**src/rtl/alu_result_stage.sv**
```systemverilog
// Result FIFO behind alu_core: valid/ready buffering of result/flags/opcode,
// plus a sticky overflow flag and a saturating overflow-event counter.
module alu_result_stage #(
    parameter int WIDTH = 32,
    parameter int DEPTH = 4
) (
    input  logic                     clk,
    input  logic                     rst_n,
    input  logic                     in_valid,
    output logic                     in_ready,
    input  logic [WIDTH-1:0]         in_result,
    input  logic                     in_zero,
    input  logic                     in_overflow,
    input  logic [3:0]               in_op,
    output logic                     out_valid,
    input  logic                     out_ready,
    output logic [WIDTH-1:0]         out_result,
    output logic                     out_zero,
    output logic                     out_overflow,
    output logic [3:0]               out_op,
    output logic [$clog2(DEPTH):0]   level,
    output logic                     sticky_ovf,
    output logic [15:0]              ovf_count,
    input  logic                     clr_status
);
    localparam int AW = $clog2(DEPTH);
    localparam int LW = AW + 1;
    localparam int EW = WIDTH + 6;

    logic [EW-1:0] r_mem [DEPTH];
    logic [AW-1:0] r_wptr;
    logic [AW-1:0] r_rptr;
    logic [LW-1:0] r_level;
    logic          r_sticky;
    logic [15:0]   r_count;

    logic          w_full;
    logic          w_empty;
    logic          w_push;
    logic          w_pop;
    logic [EW-1:0] w_head;

    // Handshakes depend only on registered occupancy, never on in_valid/out_ready.
    assign w_full  = (r_level == LW'(DEPTH));
    assign w_empty = (r_level == '0);
    assign w_push  = in_valid && !w_full;
    assign w_pop   = !w_empty && out_ready;

    assign in_ready  = !w_full;
    assign out_valid = !w_empty;
    assign level     = r_level;
    assign sticky_ovf = r_sticky;
    assign ovf_count  = r_count;

    // Storage is never reset; the empty mask below hides stale entries.
    assign w_head = w_empty ? '0 : r_mem[r_rptr];
    assign {out_op, out_overflow, out_zero, out_result} = w_head;

    always_ff @(posedge clk) begin
        if (w_push)
            r_mem[r_wptr] <= {in_op, in_overflow, in_zero, in_result};
    end

    always_ff @(posedge clk or negedge rst_n) begin
        if (!rst_n) begin
            r_wptr  <= '0;
            r_rptr  <= '0;
            r_level <= '0;
        end else begin
            if (w_push)
                r_wptr <= r_wptr + AW'(1);
            if (w_pop)
                r_rptr <= r_rptr + AW'(1);
            if (w_push && !w_pop)
                r_level <= r_level + LW'(1);
            else if (w_pop && !w_push)
                r_level <= r_level - LW'(1);
        end
    end

    // An overflow push in the same cycle as a clear wins: counter restarts at 1.
    always_ff @(posedge clk or negedge rst_n) begin
        if (!rst_n) begin
            r_sticky <= 1'b0;
            r_count  <= '0;
        end else if (w_push && in_overflow) begin
            r_sticky <= 1'b1;
            if (clr_status)
                r_count <= 16'd1;
            else if (r_count != 16'hFFFF)
                r_count <= r_count + 16'd1;
        end else if (clr_status) begin
            r_sticky <= 1'b0;
            r_count  <= '0;
        end
    end
endmodule
```
**config.mk**
```make
export PLATFORM = sky130hd
export DESIGN_NAME = alu_result_stage
export DESIGN_NICKNAME = d
export VERILOG_FILES = /design/src/rtl/alu_result_stage.sv
export SDC_FILE = /design/constraint.sdc
export NUM_CORES = 1
export LEC_CHECK = 0
export ABC_AREA = 0
export CORE_MARGIN = 5
export CORE_UTILIZATION = 54
export DETAILED_ROUTE_END_ITERATION = 16
export PLACE_DENSITY = 0.82
export SYNTH_ARGS = -nofsm -noshare
export SYNTH_HDL_FRONTEND = slang
export SYNTH_SLANG_ARGS = --single-unit
```
**constraint.sdc**
```tcl
create_clock -name clk -period 2.2 [get_ports clk]
set_input_delay 0.66 -clock clk [delete_from_list [all_inputs] [get_ports clk]]
set_output_delay 0.66 -clock clk [all_outputs]
set_load 0.02 [all_outputs]
```
**After elaboration in Yosys (flattened, before gate mapping)**

Memory sizes are Yosys's and may differ from the RTL's.
Cells that the tools add are included.

- Word-level logic and storage cells: 38
- Register bits: 24
- Bits in writable memories: 152
- Memories: 1
- Input bits: 43
- Output and inout bits: 60

- Equal/unequal tests: 2
- Reduce and logical (&&, ||, !) cells: 14
- Multiplexer cells: 11
- Add/subtract/negate cells: 5

Memories:

| name | depth | width | read ports | clocked after Yosys merged registers in | write ports | line | source |
|---|---|---|---|---|---|---|---|
| r_mem | 4 | 38 | 1 | 0 | 1 | 30 | `logic [EW-1:0] r_mem [DEPTH];` |

Operators with widths:

| kind | number |
|---|---|
| $mux 16 | 4 |
| $mux 38 | 1 |
| $add 16x1->16 const B | 1 |
| $ne 16x16->1 const B | 1 |
| $mux 3 | 2 |
| $reduce_bool 2->1 | 3 |
| $logic_and 1x1->1 | 5 |
| $add 2x1->2 const B | 2 |
| $logic_not 1->1 | 4 |
| $mux 1 | 4 |
| $add 3x1->3 const B | 1 |
| $eq 3x3->1 const B | 1 |
| $logic_not 3->1 | 1 |
| $sub 3x1->3 const B | 1 |
| $reduce_and 2->1 | 1 |

**Longest topological paths before layout**

- Word-level depth: 7
- Depth in mapped cells: 10

**Least setup slack after synthesis**

OpenSTA, ideal clock, no wires.

- Path kind: flip-flop to flip-flop
- Start: register r_level[2], in the netlist level[2]
- End: memory r_mem[0][0] in the netlist's numbering (enable)
- Setup time: 399 ps
- Data arrival time: 1841 ps
- Data required time: 1801 ps
- Stages on the path, launching flop included: 4
- Path slack: -40 ps
- Period minus slack after synthesis: 2240 ps
- Cells stage by stage: dfrtp_1 > nor3b_4 > inv_2 > and3_1

- Cells in the longest elaborated chain, start to end: 5

Ends and longest elaborated chain:

| what | line | source |
|---|---|---|
| from (decl) | 33 | `logic [LW-1:0] r_level;` |
| from (signal assigned) | 75 | `r_level <= r_level + LW'(1);` |
| from (signal assigned) | 77 | `r_level <= r_level - LW'(1);` |
| $eq 3x3->1 | 44 | `assign w_full = (r_level == LW'(DEPTH));` |
| $logic_not 1->1 | - |  |
| net in_ready | 10 | `output logic in_ready,` |
| $logic_and 1x1->1 | 46 | `assign w_push = in_valid && !w_full;` |
| $mux 1 | 60 | `if (w_push)` |
| $mux 1 (implied by the code) | 61 | `r_mem[r_wptr] <= {in_op, in_overflow, in_zero, in_result};` |
| to (decl) | 30 |  |

The timed path passes the listed nets, and every way through them passes these cells.

**Worst setup path after layout**

- Start: register r_rptr[0]
- End: output out_result[26]

- Cells in the longest elaborated chain, start to end: 2

Ends and longest elaborated chain:

| what | line | source |
|---|---|---|
| from (decl) | 32 | `logic [AW-1:0] r_rptr;` |
| from (signal assigned) | 73 | `r_rptr <= r_rptr + AW'(1);` |
| $mem_v2 4x38 | - |  |
| $mux 38 | 56 | `assign w_head = w_empty ? '0 : r_mem[r_rptr];` |
| to (decl) | 17 | `output logic [WIDTH-1:0] out_result,` |

No other way between the ends.

==> metrics.txt <==
outcome=finished with violations; failing checks=negative setup slack; VDD IR max=slightly below 0.001 V; diode count=0; most frequent cells in the layout=152 x edfxtp_1, 49 x clkdlybuf4s50_1, 42 x buf_6; top cell type by total area after synthesis=edfxtp_1; FF-to-FF path depth=9; drt drc=0; Synth top area share=about 65%; Synth Area in Compound Gates=a little over 2%; Setup crit end kind=primary output; clk buf depth=2; Worst Clk Skew=9.78 ps; largest family of logic cells by synthesized area=multiplexers; Die H=124 um; first-pass GRT wire length=~25,000 um; multiplexer share of the synthesized area=around an eighth; Area Growth Syn to Fin=37.2%; drt wl/cell=22.3 um; Synth Instances=~370; DR pass1 iterations=4; sw frac=30.4%; crit path launch type=flop; Reg power frac=between 30% and 40%; GR Util met3=under 10%; design area=about 9700 um^2; commonest non-fill, non-tap cell in the layout=edfxtp_1; Root Buffer=clkbuf_16; vias in the first global route=around 4,300; count of final hold-check violations=0; WP data arrival=~1900 ps; worst slew pin tran=466 ps; maxcap violations=0; Min Clock Period, post-route=approximately 2600 ps; Sequential Area=5170 um^2; placed cell area=slightly below 9000 um^2; post-synthesis simple-gate area fraction=a little under a tenth; Slew Limit Fails=0; Antenna Nets Post-Route=0; hold_ws=494 ps; Ys Warns=0; row cnt=41; largest cells by area after synthesis=edfxtp_1 65%, mux4_2 12%, dfrtp_1 8.5%; Initial Util=a little under three fifths; DP HPWL=8870 um; CP Depth=5; final WL=15,800 um; Synth Area in Adders=under 10%; initial antenna violation count=0; Syn Nets=approximately 420; cell mode on critical path=buf_6; Via Count=roughly 4,100; Critical-path top delay cell=mux4_2; met1 usage=27.4%; slew margin rel.=68.7%; M2 GR Usage=between 30% and 40%; I/O Buffers=102; largest net degree at the start of global routing=25; Hold Path Class=flop to flop; CTS buffer count=17; hold depth=1; Multi-input gate area=1960 um^2; Skew-Pair Late Insertion Delay=about 410 ps; synthesized cell area=7070 um^2; unrepaired setup endpoints after global routing=true; total global-route track usage=21.1%; dpl ws=-361 ps; CP Max Fanout=7; syn_area_per_cell=around 19 um^2; proportion of layout cells with a drive suffix above 1=roughly 39%; Yosys reg bits=around 180; clock sinks=about 180; Final WS setup=-361 ps; sum of buffers and inverters on the critical path=3; Power Internal=a little under 0.01 W; Seq/Total Area, Yosys=between 70 and 80%; Top Ports=between 100 and 150; gr busiest metal=met2; CTS tree=done; Setup TNS Final=-11,740 ps; die width=124 um; Peak Freq=a little under 400 MHz; fin crit share=116%; Crit Path Category=flop to primary output; Pwr Density=approximately 1400 nW/um^2; # setup viols final=39; DIE AREA=around 15,000 um^2; CTS clk-pin slew, worst paths=around 60 ps; grt ovf=0; GPL Wtd Cong=~0.83; DR vias/cell=5.76; XOR/XNOR share of the synthesized area=0.743%; CP cell instances=buf_6 > buf_12 > mux4_2 > and2_4 > buf_6; clock group share of total power=21.4%; Core Box Area=12,700 um^2; Comb power frac=45.9%; hold buffer count at cts=0; post-synth cell types=42; drt initial violations=about 360; CP required=1540 ps; switching pwr=approximately 0.0042 W; # nets final=about 570; delay-heaviest family, CP=multiplexers; Fill cells=just over 700; leakage=about 3.7 nW; CP max stage delay=approximately 520 ps; H-tree depth=4
[metal layers]
metal	vias up	part of all wire (%)
met4	0	0.73
met2	173	54
met5	-	0
met1	2098	40
met3	9	5.8
li1	1800	-
[state kept, by name, indices dropped and copies added, names as in the netlist]
register and flops:
level 3, r_wptr 2, r_mem 152, ovf_count 16, r_rptr 2, sticky_ovf 1
[synth_stat cells]
library cell / instances
fa_1: 1
xnor2_1: 4
o221ai_1: 1
nor4_2: 2
buf_1: 1
nor3_1: 10
a311oi_1: 1
nor3_2: 2
a211oi_1: 3
xor2_1: 2
o21a_1: 2
o21ai_0: 3
nor4_4: 1
or3_1: 2
buf_2: 5
edfxtp_1: 152
inv_1: 5
nor4_1: 3
a31oi_1: 4
and4_1: 2
nand2_1: 8
mux4_2: 38
and3_1: 5
nor4bb_1: 1
nand4_1: 3
nand4_2: 1
nor2_1: 9
nor3b_4: 1
nand4_4: 1
and4b_1: 3
nand3_1: 6
mux2_2: 1
a41oi_1: 1
and2_1: 38
nor2b_1: 2
ha_1: 6
dfrtp_1: 24
a21o_1: 1
inv_2: 1
a21oi_1: 7
clkbuf_1: 8
mux2i_1: 1
[final cells by class]
cell class	instances	share of cell area, %
clock inverters	13	1.66
repair buffers	147	18.0
well taps	172	2.22
clock buffers	18	4.42
inverters	6	0.232
multi-input cells	176	20.2
flip-flops and latches	176	53.3
[cells by family (layout without fill, tap and decap cells)]
kind of cell / count (synthesis) / count (layout)
fa+ha+maj: 7 / 7
compound gates: 23 / 23
flops: 176 / 176
xor+xnor: 6 / 6
buf+inv: 20 / 184
mux: 40 / 40
simple gates: 100 / 100
[power by group through the flow]
stage | combinational, W | clock, W | sequential [W]
floorplan | 0.00274 | 0 | 0.00459
detailed placement | 0.00511 | 0 | 0.00459
global route | 0.00671 | 0.00320 | 0.00459
global placement | 0.00502 | 0 | 0.00454
finish | 0.00637 | 0.00298 | 0.00454
CTS | 0.00645 | 0.00304 | 0.00453
[through the flow]
step | utilization, % | instances | total power [W]
6_report | 76.2 | 708 | 0.0139
5_1_grt | 76.2 | 708 | 0.0145
4_1_cts | 76.3 | 709 | 0.0140
3_5_place_dp | 68.3 | 666 | 0.00971
3_3_place_gp | 68.3 | 666 | 0.00956
2_1_floorplan | - | 372 | 0.00732
[final timing paths]
kind	end	slack, ps	startpoint
worst min register to register	sticky_ovf	490	sticky_ovf
worst min-delay path	sticky_ovf	490	sticky_ovf
max in group asynchronous	r_rptr[0]	1290	rst_n
worst max register to register	level[2]	30	level[2]
min in group asynchronous	ovf_count[3]	620	rst_n
worst max-delay path	out_result[26]	-360	r_rptr[0]
[what timing repair did]
action	CTS	global route
gates resized for setup	299	11
pin swaps	40	2
setup endpoints to repair	47	48
buffers inserted	5	0
cloned	7	0
Power figures use the tool's default switching activity.
